$ cat src/rtl/posit_pkg.sv
// Shared posit types used across the posit datapath blocks.
// status_t packs the IEEE-style exception flags with NV in the MSB and NX in the LSB.
package posit_pkg;

   typedef struct packed {
      logic nv;
      logic dz;
      logic of;
      logic uf;
      logic nx;
   } status_t;

   localparam status_t STATUS_NONE = '0;

endpackage

$ cat src/rtl/posit_result_collector.sv
// Output queue behind posit_top: buffers result/status/tag in strict FIFO order
// and accumulates sticky exception flags of every accepted result.
module posit_result_collector
   import posit_pkg::*;
#(
   parameter int WIDTH = 32,
   parameter int DEPTH = 4
) (
   input  logic                     clk_i,
   input  logic                     rst_i,
   input  logic                     in_valid_i,
   output logic                     in_ready_o,
   input  logic [WIDTH-1:0]         result_i,
   input  status_t                  status_i,
   input  logic                     tag_i,
   output logic                     out_valid_o,
   input  logic                     out_ready_i,
   output logic [WIDTH-1:0]         result_o,
   output status_t                  status_o,
   output logic                     tag_o,
   input  logic                     flush_i,
   input  logic                     clear_flags_i,
   output status_t                  fflags_o,
   output logic [$clog2(DEPTH):0]   count_o,
   output logic                     busy_o
);

   localparam int PW = $clog2(DEPTH);
   localparam int CW = PW + 1;
   localparam logic [CW-1:0] DEPTH_C = CW'(DEPTH);

   typedef struct packed {
      logic [WIDTH-1:0] result;
      status_t          status;
      logic             tag;
   } entry_t;

   entry_t          mem [DEPTH];
   logic [PW-1:0]   wr_ptr, rd_ptr;
   logic [CW-1:0]   count, count_nxt;
   logic            push, pop;
   entry_t          head;

   always_comb begin
      push      = in_valid_i && in_ready_o && !flush_i;
      pop       = out_valid_o && out_ready_i && !flush_i;
      count_nxt = count;
      if (flush_i)
         count_nxt = '0;
      else if (push && !pop)
         count_nxt = count + 1'b1;
      else if (pop && !push)
         count_nxt = count - 1'b1;
   end

   // Ready is registered from next-state count so a pop never combinationally frees a slot.
   always_ff @(posedge clk_i or posedge rst_i) begin
      if (rst_i) begin
         wr_ptr     <= '0;
         rd_ptr     <= '0;
         count      <= '0;
         in_ready_o <= 1'b0;
         fflags_o   <= STATUS_NONE;
      end else begin
         count      <= count_nxt;
         in_ready_o <= (count_nxt < DEPTH_C);
         if (flush_i) begin
            wr_ptr <= '0;
            rd_ptr <= '0;
         end else begin
            if (push) wr_ptr <= wr_ptr + 1'b1;
            if (pop)  rd_ptr <= rd_ptr + 1'b1;
         end
         if (clear_flags_i)
            fflags_o <= push ? status_i : STATUS_NONE;
         else if (push)
            fflags_o <= status_t'(fflags_o | status_i);
      end
   end

   // Payload storage needs no reset: head outputs are masked while empty.
   always_ff @(posedge clk_i) begin
      if (push)
         mem[wr_ptr] <= '{result: result_i, status: status_i, tag: tag_i};
   end

   always_comb begin
      out_valid_o = (count != '0);
      busy_o      = out_valid_o;
      count_o     = count;
      head        = out_valid_o ? mem[rd_ptr] : '0;
      result_o    = head.result;
      status_o    = head.status;
      tag_o       = head.tag;
   end

endmodule

$ cat config.mk
export PLATFORM = sky130hd
export DESIGN_NAME = posit_result_collector
export DESIGN_NICKNAME = d
export VERILOG_FILES = /design/src/rtl/posit_pkg.sv /design/src/rtl/posit_result_collector.sv
export SDC_FILE = /design/constraint.sdc
export NUM_CORES = 1
export LEC_CHECK = 0
export ABC_AREA = 0
export CAP_MARGIN = 20
export CORE_ASPECT_RATIO = 0.7
export CORE_UTILIZATION = 40
export CTS_CLUSTER_SIZE = 16
export DETAILED_ROUTE_END_ITERATION = 10
export PLACE_DENSITY = 0.72
export SLEW_MARGIN = 10
export SYNTH_ARGS = -nofsm -noshare
export SYNTH_HDL_FRONTEND = slang
export SYNTH_SLANG_ARGS = --single-unit
$ cat constraint.sdc
create_clock -name clk_i -period 2.9 [get_ports clk_i]
set_input_delay 0.29 -clock clk_i [delete_from_list [all_inputs] [get_ports clk_i]]
set_output_delay 0.29 -clock clk_i [all_outputs]
set_load 0.03 [all_outputs]
==> summary.md, run 1 <==
| Metric | Value |
|---|---|
| Yosys reg bits | `between 150 and 200` |
| Final Hold Viols | `0` |
| Global placement routability congestion | `0.777` |
| Max Slew Vio Count | `0` |
| Routed Antenna Nets | `0` |
| Synthesized instance count | `320` |
| Final setup violation count | `0` |
| Slew margin rel. | `between 60% and 70%` |
| Crit-path slowest cell | `clkdlybuf4s50_1` |
| Data arrival, critical path | `between 2000 and 2500 ps` |
| Design Area, Final | `8420 sq um` |
| First-pass GRT wire length | `18,800 um` |
| Cell Area, Synth | `about 6500 sq um` |
| Die height | `109 um` |
| PD cells | `846 nW/um^2` |
| Delay of the slowest critical-path stage | `~580 ps` |
| Worst path buffer plus inverter count | `2` |
| Initial antenna violation count | `1` |
| Post-synthesis sequential area ratio | `75.2%` |
| CTS hold repair buffers | `0` |
| M1 WL | `5770 um` |
| RSZ-0062 raised after global routing | `no` |
| Via count | `3,282` |
| Vias per cell | `5.12` |
| Clk_lat worst skew | `420 ps` |
| Ys Warns | `0` |
| IO Pins | `93` |
| Clock Skew | `between 8 and 9 ps` |
| Placed inst area | `7760 sq um` |
| Core Box Area | `15,700 sq um` |
| Final Cycle Share | `95.8%` |
| Maximum vdd drop | `just under 600 uV` |
| Area grow syn2layout | `29.6%` |
| Worst Path Max Fanout | `17` |
| Port bufs | `just over 90` |
| Pin count of the biggest net entering global routing | `39` |
| Hold Slack | `approximately 230 ps` |
| Startpoint Class | `flip-flop` |
| Final nets | `478` |
| Vias in the first global route | `3,375` |
| Setup_tns | `0 ps` |
| Worst-Margin Slew | `582 ps` |
| Post-Syn Nets | `371` |
| Worst slack, placed | `454 ps` |
| Required time of the worst setup path | `between 2000 and 3000 ps` |
| Initial core utilization | `between 40% and 50%` |
| Final min period | `2780 ps` |
| Avg Inst Size Synth | `20.3 sq um` |
| Die footprint | `16,800 sq um` |
| Synth cell types | `33` |
| Fraction of layout cells with a size suffix above 1 | `around a fifth` |
| Maximum root-to-sink buffer count | `2` |
| Area occupied by multi-input gates | `1490 sq um` |
| WL met3 | `772 um` |
| Drt total wl | `12,400 um` |
| DRC Markers | `0` |
| Setup ws final | `123 ps` |
| Clk sinks | `around 170` |
| Leakage | `around 0.003 uW` |
| CTS tree | `built` |
| Initial DRC Count | `244` |
| H-Tree Depth | `4` |
| Outcome | `finished clean` |
| Die width | `~150 um` |
| Critical path's top delay family | `buffers and inverters` |
| Post-CTS Setup Inserts | `0` |
| CTS root buffer | `clkbuf_16` |
| Max Cap Violations | `0` |
| Crit Path Class | `flip-flop to output port` |
| PostCTS Resize Cnt | `0` |
| Met2 Wirelength | `5760 um` |
| Fill cells | `1,219` |
| Worst R2R Setup Slack | `940 ps` |
| Global-route usage over all layers | `15.7%` |
| HPWL Detailed | `7600 um` |
| Grt total ovfl | `0` |
| Clk slew on worst S/H paths | `70 ps` |
| Hold Crit Class | `primary input to async pin` |
| Critical path capture point type | `output port` |
| TritonCTS Buffers | `17` |
| DR pass1 iterations | `4` |
| Top Metal Used | `met4` |
| Storage cell area | `4890 sq um` |
| Fmax | `0.360 GHz` |
| Crit path cell chain | `buf_12 > mux4_2 > and2_1 > clkdlybuf4s50_1` |
| WL/cell | `about 19 um` |
| Num rows | `38` |
-- final timing paths --
| check | start | to | cells past startpoint |
|---|---|---|---|
| worst max-delay path | rd_ptr[0] | result_o[20] | 4 |
| worst min-delay path | rst_i | fflags_o[3] | 2 |
| worst max register to register | count_o[1] | in_ready_o | 8 |
| worst min register to register | fflags_o[1] | fflags_o[1] | 2 |
| max in group asynchronous | rst_i | rd_ptr[0] | 2 |
| min in group clk_i | result_i[12] | mem[2][18] | 1 |
-- flip-flops by register name, summed over array words and instances (netlist names) --
signal	count
rd_ptr	2
in_ready_o	1
count_o	3
fflags_o	5
mem	152
wr_ptr	2
-- layout make-up --
type / count / area share [%]
Antenna cell: 1 / 0.0297
Clock buffer: 18 / 5.10
Clock inverter: 14 / 2.10
Inverter: 12 / 0.565
Multi-Input combinational cell: 127 / 17.7
Sequential cell: 165 / 58.1
Tap cell: 200 / 2.97
Timing Repair Buffer: 104 / 13.4
-- layer usage --
| layer | up-vias | GRT usage (%) |
|---|---|---|
| met3 | 11 | 5.29 |
| li1 | 1473 | - |
| met1 | 1694 | 21.1 |
| met2 | 104 | 24.0 |
| met4 | 0 | 5.52 |
| met5 | - | 0 |
-- per-stage QoR --
stage	utilization (%)	total power, uW	cells
finish	53.7	7120	641
global route	53.7	7400	640
CTS	53.3	7220	640
detailed placement	49.5	4940	608
global placement	49.5	4920	608
floorplan	-	4090	320
-- synth_stat cells --
cell type,count,area [sq um]
a2111o_1,1,11.3
ha_1,7,87.6
nand2b_1,1,6.26
o21ai_0,5,25.0
buf_6,1,11.3
inv_1,11,41.3
clkbuf_1,7,26.3
nor2_1,5,18.8
buf_2,7,35.0
o21ai_1,1,5.00
a211oi_1,1,7.51
a311oi_1,1,8.76
nor3_4,1,16.3
mux4_2,38,856
a2111oi_2,1,15.0
o21a_1,1,7.51
and2_4,1,8.76
a21bo_2,1,10.0
nand2_1,8,30.0
xor2_1,1,8.76
dfrtp_1,13,325
a21boi_4,1,18.8
edfxtp_1,152,4560
nor2b_4,1,13.8
xnor2_1,2,17.5
inv_2,1,3.75
buf_4,1,7.51
nand3_1,2,10.0
and2_1,42,263
and3b_1,1,8.76
nor3_1,2,10.0
a221oi_2,1,15.0
a21oi_1,1,5.00
-- kinds of logic (layout without fill, tap and decap cells) --
family                   Yosys count  in the layout  share of synthesized area [%]
AND/OR/NAND/NOR                   64             64                           5.93
flip-flops                       165            165                           75.2
AO/OA/AOI/OAI                     15             15                           1.98
other                              0              1                              0
adder cells (fa/ha/maj)            7              7                           1.35
multiplexers                      38             38                           13.2
XOR/XNOR                           3              3                          0.404
buffers and inverters             28            148                           1.93
-- power by group --
group / switching [uW] / leakage [uW] / internal, uW
Combinational: 1110 / 0.00120 / 954
Sequential: 66.3 / 0.00155 / 2720
Clock: 910 / 0.000293 / 1360
Total: 2080 / 0.00304 / 5040
-- cells in the final DEF (no fill, tap or decap), types with 2 or more instances in the layout --
cell and instances:
nand3_1 2, buf_4 6, and2_1 38, nand2_1 8, and2_2 4, inv_6 3, clkinv_4 5, dlymetal6s2s_1 18
mux4_2 38, nor2_1 5, bufinv_16 3, edfxtp_1 152, dfrtp_1 11, xnor2_1 2, o21ai_0 5, inv_1 11
nor3_1 2, ha_1 7, clkbuf_16 17, buf_12 6, clkdlybuf4s50_1 74
Power figures use the tool's default switching activity.
==> inputs of run 2 (changes only) <==
Settings changed: CORE_ASPECT_RATIO 0.7 to not set, PLACE_DENSITY 0.72 to not set, PLACE_DENSITY_LB_ADDON set to 0.25, REMOVE_ABC_BUFFERS set to 1.
==> run 2 against run 1 <==
Clock-buffer cell count up 10. Worst setup slack better by 52 ps. Final area down 0.83%. Clock skew down 1.4 ps. Combinational power about the same. First-iteration DRC count down 22%. Register-to-register slack about the same. Final cell count up 2.3%. Fmax up 1.9%. Critical endpoint is now result_o[7]. Largest cell class unchanged. Largest power group unchanged. Highest routed layer unchanged.
==> summary.md, run 2 (synthesis gave the netlist of run 1 again) <==
| Metric | Value |
|---|---|
| Initial antenna violation count | `0 (was 1)` |
| Clk sinks | `165 (unchanged)` |
| DR pass1 iterations | `4 (unchanged)` |
| Fill cells | `1,332 (was 1,219)` |
| TritonCTS Buffers | `17 (unchanged)` |
| WL/cell | `18.6 um (was 19.4 um)` |
| H-Tree Depth | `4 (unchanged)` |
| Reg2reg start | `count_o[0] (was count_o[1])` |
| Max FFs per register | `152 (unchanged)` |
| Vias in the first global route | `3,380 (was 3,375)` |
| Outcome | `finished clean (unchanged)` |
| Die width | `129 um (was 154 um)` |
| Delay of the slowest critical-path stage | `690 ps (was 580 ps)` |
| CTS root buffer | `clkbuf_16 (unchanged)` |
| Initial core utilization | `40.9% (was 41.4%)` |
| Die height | `129 um (was 109 um)` |
| Clock Skew | `6.95 ps (was 8.35 ps)` |
| Top reg by flops | `mem (unchanged)` |
| GRT busiest layer | `met2 (unchanged)` |
| Slew margin rel. | `63.9% (was 61.2%)` |
| Worst-Margin Slew | `541 ps (was 582 ps)` |
| PD cells | `828 nW/um^2 (was 846 nW/um^2)` |
| Maximum vdd drop | `438 uV (was 577 uV)` |
| Path depth of the worst reg2reg path | `8 (unchanged)` |
| Via count | `3,230 (was 3,282)` |
| N_diodes | `0 (was 1)` |
| Drt total wl | `12,200 um (was 12,400 um)` |
| Area grow syn2layout | `28.5% (was 29.6%)` |
| Final core utilization | `52.6% (was 53.7%)` |
| Crit path cell chain | `inv_1 > ha_1 > nor2b_4 > inv_2 > buf_12 > and2_1 > clkdlybuf4s50_1 (was buf_12 > mux4_2 > and2_1 > clkdlybuf4s50_1)` |
| Worst R2R Setup Slack | `950 ps (was 940 ps)` |
| IO Pins | `93 (unchanged)` |
| Final setup violation count | `0 (unchanged)` |
| Max Slew Vio Count | `0 (unchanged)` |
| HPWL Detailed | `7450 um (was 7600 um)` |
| Port bufs | `92 (unchanged)` |
| Grt total ovfl | `0 (unchanged)` |
| Post-Layout Cell Count | `656 (was 641)` |
| Met2 Use GR | `25.6% (was 24.0%)` |
| Clk slew on worst S/H paths | `60 ps (was 70 ps)` |
| DRC Markers | `0 (unchanged)` |
| CTS hold repair buffers | `0 (unchanged)` |
| Fmax | `0.367 GHz (was 0.360 GHz)` |
| R2R Path End | `in_ready_o (unchanged)` |
| Maximum root-to-sink buffer count | `2 (unchanged)` |
| Leakage | `0.00275 uW (was 0.00304 uW)` |
| Worst Path Max Fanout | `42 (was 17)` |
| Net Sw Power | `1990 uW (was 2080 uW)` |
| Pin count of the biggest net entering global routing | `43 (was 39)` |
| Global-route usage over all layers | `15.9% (was 15.7%)` |
| CTS tree | `built (unchanged)` |
| Commonest non-fill, non-tap cell in the layout | `edfxtp_1 (unchanged)` |
| Hold Crit Class | `primary input to async pin (unchanged)` |
| Critical path capture point type | `output port (unchanged)` |
| Initial DRC Count | `191 (was 244)` |
| Required time of the worst setup path | `2610 ps (about the same)` |
| Clk_lat worst skew | `410 ps (was 420 ps)` |
| Final Cycle Share | `94.0% (was 95.8%)` |
| Crit-path slowest cell | `clkdlybuf4s50_1 (unchanged)` |
| Num rows | `46 (was 38)` |
| RSZ-0062 raised after global routing | `no (unchanged)` |
| Vias per cell | `4.92 (was 5.12)` |
| Met3 usage | `4.42% (was 5.29%)` |
| Data arrival, critical path | `2430 ps (was 2490 ps)` |
| Part of the power in registers | `40.0% (was 39.1%)` |
| Crit Path Class | `flip-flop to output port (unchanged)` |
| Max Cap Violations | `0 (unchanged)` |
| Most frequent cells in the layout | `edfxtp_1, clkdlybuf4s50_1, mux4_2, and2_1, clkbuf_16 (was edfxtp_1, clkdlybuf4s50_1, mux4_2, and2_1, dlymetal6s2s_1)` |
| Clock share of power | `29.8% (was 31.9%)` |
| Final min period | `2720 ps (was 2780 ps)` |
| Final nets | `478 (unchanged)` |
| Fraction of layout cells with a size suffix above 1 | `20.7% (was 21.4%)` |
| M1 GR Usage | `20.5% (was 21.1%)` |
| Final Hold Viols | `0 (unchanged)` |
| Worst path buffer plus inverter count | `4 (was 2)` |
| Die footprint | `16,800 sq um (about the same)` |
| Crit. Startpoint | `count_o[0] (was rd_ptr[0])` |
| Setup_tns | `0 ps (unchanged)` |
| Global placement routability congestion | `0.695 (was 0.777)` |
| First-pass GRT wire length | `18,700 um (was 18,800 um)` |
| Critical path's top delay family | `buffers and inverters (unchanged)` |
| Combinational Power Share | `30.2% (was 29.0%)` |
| Post-Place Cells | `623 (was 608)` |
| Core Box Area | `15,900 sq um (was 15,700 sq um)` |
| Startpoint Class | `flip-flop (unchanged)` |
| Switching share of power | `28.7% (was 29.3%)` |
| Int Pwr | `4930 uW (was 5040 uW)` |
| Routed Antenna Nets | `0 (unchanged)` |
-- run 2: how the worst max path moves through the flow --
stage | endpoint | slack, ps | cells past startpoint
floorplan | result_o[0] | 70 | 2
global route | status_o[2] | 20 | 7
finish | result_o[7] | 180 | 7
CTS | result_o[7] | 120 | 7
global placement | status_o[4] | 440 | 4
detailed placement | status_o[4] | 440 | 4
-- run 2: final cells by class --
class,instances,area [sq um],share of cell area (%)
clock inverter,4,18.8,0.225
inverter,12,45.0,0.539
clock buffer,28,537,6.43
tap,216,270,3.24
sequential,165,4890,58.6
multi-input combinational,127,1490,17.8
timing repair buffer,104,1100,13.2
-- run 2: repair_timing --
action	4_1_cts	5_1_grt
resized for setup	0	0
setup endpoints to repair	3	0
buffers inserted	1	0
-- run 2: power by group through the flow --
stage / clock network [uW] / registers (uW) / logic [uW]
finish: 2060 / 2770 / 2090
CTS: 2100 / 2770 / 2130
global route: 2200 / 2780 / 2240
floorplan: 0 / 2930 / 1120
global placement: 0 / 2830 / 2090
detailed placement: 0 / 2830 / 2100
-- run 2: through the flow --
step / power [uW] / setup slack, ps / instance area (sq um) / hold slack [ps]
finish: 6920 / 175 / 8350 / 220
global route: 7210 / 18.1 / 8350 / 262
CTS: 7000 / 120 / 8350 / 221
detailed placement: 4940 / 436 / 7790 / 531
global placement: 4920 / 444 / 7790 / 517
floorplan: 4050 / 69.3 / 6420 / 167
-- run 2: routing by layer --
metal / part of all wire, % / wire, um
met5: 0 / 0
met4: 1.2 / 143
met3: 5.1 / 622
met2: 48 / 5920
met1: 45 / 5530
